### config.mk
export PLATFORM = sky130hd
export DESIGN_NAME = period_meter
export DESIGN_NICKNAME = d
export VERILOG_FILES = /design/src/rtl/rhythm_pkg.sv /design/src/rtl/sync_edge.sv /design/src/rtl/period_meter.sv
export SDC_FILE = /design/constraint.sdc
export NUM_CORES = 1
export LEC_CHECK = 0
export CORE_ASPECT_RATIO = 0.8
export CORE_MARGIN = 2
export CORE_UTILIZATION = 50
export DETAILED_ROUTE_END_ITERATION = 8
export GPL_TIMING_DRIVEN = 0
export PLACE_DENSITY = 0.69
export SLEW_MARGIN = 10
export SYNTH_ARGS = -nofsm -noshare
export SYNTH_HDL_FRONTEND = slang
export SYNTH_SLANG_ARGS = --single-unit
### constraint.sdc
create_clock -name clk -period 4.3 [get_ports clk]
set_clock_uncertainty 0.05 [all_clocks]
set_input_delay 0.645 -clock clk [delete_from_list [all_inputs] [get_ports clk]]
set_output_delay 0.645 -clock clk [all_outputs]
set_load 0.05 [all_outputs]
### src/rtl/rhythm_pkg.sv
// rhythm_pkg: shared types and constants for the beat/period measurement blocks
package rhythm_pkg;
  localparam int PM_W = 32;
  typedef enum logic {PM_IDLE, PM_MEASURE} pm_state_t;
endpackage

### src/rtl/sync_edge.sv
// sync_edge: multi-flop synchroniser plus rising-edge detector for async beat inputs
//   clk   - sampling clock
//   reset - asynchronous active-low reset
//   d     - asynchronous input
//   s     - synchronised level
//   rise  - high for one clk when s goes 0->1
module sync_edge #(
  parameter int STAGES = 2
) (
  input  logic clk,
  input  logic reset,
  input  logic d,
  output logic s,
  output logic rise
);
  logic [STAGES-1:0] sync;
  logic s_d;
  always_ff @(posedge clk or negedge reset)
    if (!reset) begin
      sync <= '0;
      s_d  <= 1'b0;
    end else begin
      sync <= {sync[STAGES-2:0], d};
      s_d  <= sync[STAGES-1];
    end
  assign s    = sync[STAGES-1];
  assign rise = s & ~s_d;
endmodule

### src/rtl/period_meter.sv
// period_meter: counts clk cycles between rising edges of an asynchronous input
//   clk          - system clock
//   reset        - asynchronous active-low reset
//   en           - measurement enable
//   sig_in       - asynchronous signal to measure
//   period       - cycles between the last two rising edges
//   period_valid - one-cycle strobe when period (and high_time) update
//   locked       - a period has been reported since arming
//   timeout      - sticky, no edge within MAX_COUNT cycles
//   high_time    - high cycles of the last period (only with PERIOD_METER_DUTY_EN)
module period_meter
  import rhythm_pkg::*;
#(
  parameter int             W           = PM_W,
  parameter int             SYNC_STAGES = 2,
  parameter logic [W-1:0]   MAX_COUNT   = {W{1'b1}}
) (
  input  logic         clk,
  input  logic         reset,
  input  logic         en,
  input  logic         sig_in,
  output logic [W-1:0] period,
  output logic         period_valid,
  output logic         locked,
`ifdef PERIOD_METER_DUTY_EN
  output logic [W-1:0] high_time,
`endif
  output logic         timeout
);
  pm_state_t state, state_nx;
  logic [W-1:0] cnt, cnt_nx, period_nx;
  logic valid_nx, locked_nx, timeout_nx, rise;
`ifdef PERIOD_METER_DUTY_EN
  logic s;
  logic [W-1:0] hcnt, hcnt_nx, high_nx;
`else
  logic s_unused;
`endif
  sync_edge #(.STAGES(SYNC_STAGES)) u_sync (
    .clk(clk),
    .reset(reset),
    .d(sig_in),
`ifdef PERIOD_METER_DUTY_EN
    .s(s),
`else
    .s(s_unused),
`endif
    .rise(rise)
  );
  // Branch order encodes priority: disable beats edge, edge beats timeout.
  always_comb begin
    state_nx   = state;
    cnt_nx     = cnt;
    period_nx  = period;
    valid_nx   = 1'b0;
    locked_nx  = locked;
    timeout_nx = timeout;
    if (state == PM_IDLE) begin
      cnt_nx = '0;
      if (en && rise) begin
        cnt_nx   = W'(1);
        state_nx = PM_MEASURE;
      end
    end else if (!en) begin
      state_nx = PM_IDLE;
      cnt_nx   = '0;
    end else if (rise) begin
      period_nx  = cnt;
      valid_nx   = 1'b1;
      locked_nx  = 1'b1;
      timeout_nx = 1'b0;
      cnt_nx     = W'(1);
    end else if (cnt == MAX_COUNT) begin
      timeout_nx = 1'b1;
      locked_nx  = 1'b0;
      state_nx   = PM_IDLE;
      cnt_nx     = '0;
    end else begin
      cnt_nx = cnt + W'(1);
    end
  end
`ifdef PERIOD_METER_DUTY_EN
  // s is already high on the rise cycle, so the high count restarts at 1.
  always_comb begin
    hcnt_nx = hcnt;
    high_nx = high_time;
    if (en && rise) begin
      hcnt_nx = W'(1);
      high_nx = (state == PM_MEASURE) ? hcnt : high_time;
    end else if (state == PM_MEASURE && s && hcnt != MAX_COUNT) begin
      hcnt_nx = hcnt + W'(1);
    end
  end
  always_ff @(posedge clk or negedge reset)
    if (!reset) begin
      hcnt      <= '0;
      high_time <= '0;
    end else begin
      hcnt      <= hcnt_nx;
      high_time <= high_nx;
    end
`endif
  always_ff @(posedge clk or negedge reset)
    if (!reset) begin
      state        <= PM_IDLE;
      cnt          <= '0;
      period       <= '0;
      period_valid <= 1'b0;
      locked       <= 1'b0;
      timeout      <= 1'b0;
    end else begin
      state        <= state_nx;
      cnt          <= cnt_nx;
      period       <= period_nx;
      period_valid <= valid_nx;
      locked       <= locked_nx;
      timeout      <= timeout_nx;
    end
endmodule

==> flow_metrics.tcl <==
set metrics [dict create \
    critPathTopFamily "simple AND/OR/NAND/NOR gates" \
    drive_above_1_share_pct 7.07 \
    fin_nets 396 \
    routedWlPerCell_um 15.0 \
    seqCellArea_sq_um 1780 \
    place_area_sq_um 3730 \
    r2r_setup_slack_ns 1.82 \
    timing.final.crit_share_pct 57.8 \
    syn_to_final_growth_pct 22.0 \
    ys_warn_count 0 \
    cts_root_buffer "clkbuf_8" \
    crit_slowest_cell "clkbuf_1" \
    cp.arrival_ns 2.63 \
    fmaxAchievable_ghz 0.403 \
    slew_headroom_pct 63.4 \
    synth_area_per_cell_sq_um 9.43 \
    synth_top_area_cell "dfrtp_1" \
    status "finished, final reports clean" \
    grt_pass1_wl_um 12200 \
    cp_common_cell "clkbuf_1" \
    syn_area_sq_um 3220 \
    grt_pass1_vias 2499 \
    finalPower_mw 1.27 \
    drtPass1Iterations 4 \
    cts_buffers 9 \
    wirelength_um 7210 \
    grt_usage_pct 22.8 \
    utilization_pct 62.2 \
    vias_per_cell 5.52 \
    ir_drop_uv 194 \
    critPathCaptureType "register" \
    pre_cts_slack_ns 1.82 \
    synth_top_area_share_pct 55.3 \
    cts_hold_buf 0 \
    finalNonFillerCells 480 \
    hold_violations 0 \
    cts_tree "yes" \
    max-cap-violations 0 \
    powerDensity_nw_per_um2 324 \
    portBuffers 38 \
    worstSkewPairLatency_ns 0.35 \
    synthDistinctLibCells 37 \
    gp_congestion 0.873 \
    setup_ws_ns 1.82 \
    required_ns 4.45 \
    placed_cells 464 \
    cts_setup_buffers 0 \
    cp_cell_sequence "ha_1 > nand3_1 > nor3_1 > and4_1 > clkbuf_1 > clkbuf_1 > o21ai_0" \
    synth-seq-cells 71 \
    multiInputGateArea_sq_um 1320 \
    crit_type "reg2reg" \
    initial_core_util_pct 51.0 \
    hold_class "in2async" \
    crit_path_start_kind "register" \
    grt-ovfl-total 0 \
    fp.dieW_um 93.7 \
    syn_nets 346 \
    die_h_um 75.7 \
    diodes 0 \
    clockBufferDepth 2 \
    detail-route-antenna-nets 0 \
    h-tree-depth 3 \
    io_pins 39 \
    die-area_sq_um 7090 \
    max_stage_delay_ns 0.45 \
    design.core.area_sq_um 6310 \
    synthCells 341 \
    critical_path_buf_inv_count 2 \
    fillCellCount 539 \
    yosysSeqAreaShare_pct 55.3 \
    rsz0062_at_grt "no" \
    synth_commonest_cells "101 x nand2_1, 71 x dfrtp_1, 19 x clkbuf_1, 18 x nor3_1" \
    yosysMostFrequentCell "nand2_1" \
    antenna_found_initial 0 \
    clock-sinks 71 \
    report.final.slew_viol_count 0 \
    final_area_sq_um 3920 \
    cts_resized 0 \
    vias 2650 \
    worst_pin_slew_ns 0.550 \
    drt_iter0_drc 228 \
    hpwl_um 4860 \
    final.setup.tns_ns 0 \
    route.detailed.drc 0 \
    min_period_ns 2.48 \
    path_clk_slew_ns 0.08 \
    async_reset_ff_share_pct 100 \
    synth_edf_count 0 \
    cp_max_fo 10 \
    ys.flop_type "dfrtp_1" \
    grt_max_degree 48 \
    leakage_nw 1.65 \
    setup_viol 0 \
    rows 26 \
    synth_area_leaders "dfrtp_1 55%, nand2_1 12%, xnor2_1 3.0%, nor3_1 2.8%, a211oi_1 2.3%" \
    hold_ws_ns 0.143 \
]
==> layout make-up <==
class                      count  area share, %
sequential                    71           45.3
multi-input combinational    241           33.6
timing repair buffer          39           10.3
clock buffer                  11           3.60
tap                           84           2.68
buffer                        24           2.58
clock inverter                 5           1.43
inverter                       5          0.478
==> report_power, final <==
part	leakage, nW	switching [mW]	internal, mW
Sequential	0.979	0.00486	0.675
Clock	0.0997	0.248	0.284
Combinational	0.571	0.0432	0.0164
Total	1.65	0.296	0.975
==> metal layers <==
| metal | track usage, % | wire length (um) | up-vias | part of all wire, % |
|---|---|---|---|---|
| li1 | - | - | 1293 | - |
| met1 | 32.6 | 3640 | 1288 | 50 |
| met2 | 33.2 | 3140 | 57 | 44 |
| met3 | 6.13 | 334 | 12 | 4.6 |
| met4 | 9.50 | 92 | 0 | 1.3 |
| met5 | 0 | 0 | - | 0 |
==> layout by cell type, fill, tap and decap left out, drive strengths merged, types with 5 or more instances in the layout <==
cell / n
nand2: 101
a21oi: 5
xnor2: 11
or4: 11
clkbuf: 32
nor3: 18
o31ai: 9
and4: 6
inv: 6
o21ai: 13
or3: 8
nand3: 14
clkdlybuf4s50: 37
nand4: 9
dfrtp: 71
buf: 5
a211oi: 12
==> worst reg2reg max path, stage by stage, from the launching register on <==
cell and delay [ns]:
dfrtp_1 0.44, ha_1 0.28, nand3_1 0.21, nor3_1 0.34
and4_1 0.23, clkbuf_1 0.17, clkbuf_1 0.45, o21ai_0 0.17
==> final timing paths <==
kind / startpoint / to / cells past startpoint
hold reg to reg: u_sync.sync[0] / u_sync.sync[1] / 0
hold / removal: reset / period[6] / 1
setup / recovery: cnt[0] / state / 7
min in group clk: u_sync.sync[0] / u_sync.sync[1] / 0
setup reg to reg: cnt[0] / state / 7
max in group asynchronous: reset / cnt[18] / 2
==> sequential cells by signal, indices dropped and copies added (netlist names) <==
signal,count
locked,1
state,1
period_valid,1
cnt,32
timeout,1
u_sync.sync,2
u_sync.s_d,1
period,32
==> cell families after synthesis <==
logic type                 count (synthesis)  synth area share (%)
and+or+nand+nor                          184                  28.0
DFF                                       71                  55.3
AOI/OAI and AO/OA                         42                  8.83
buffers and inverters                     29                  3.74
xor gates and xnor gates                  14                  3.81
adders and majority gates                  1                 0.389
(Power assumes the default switching activity.)
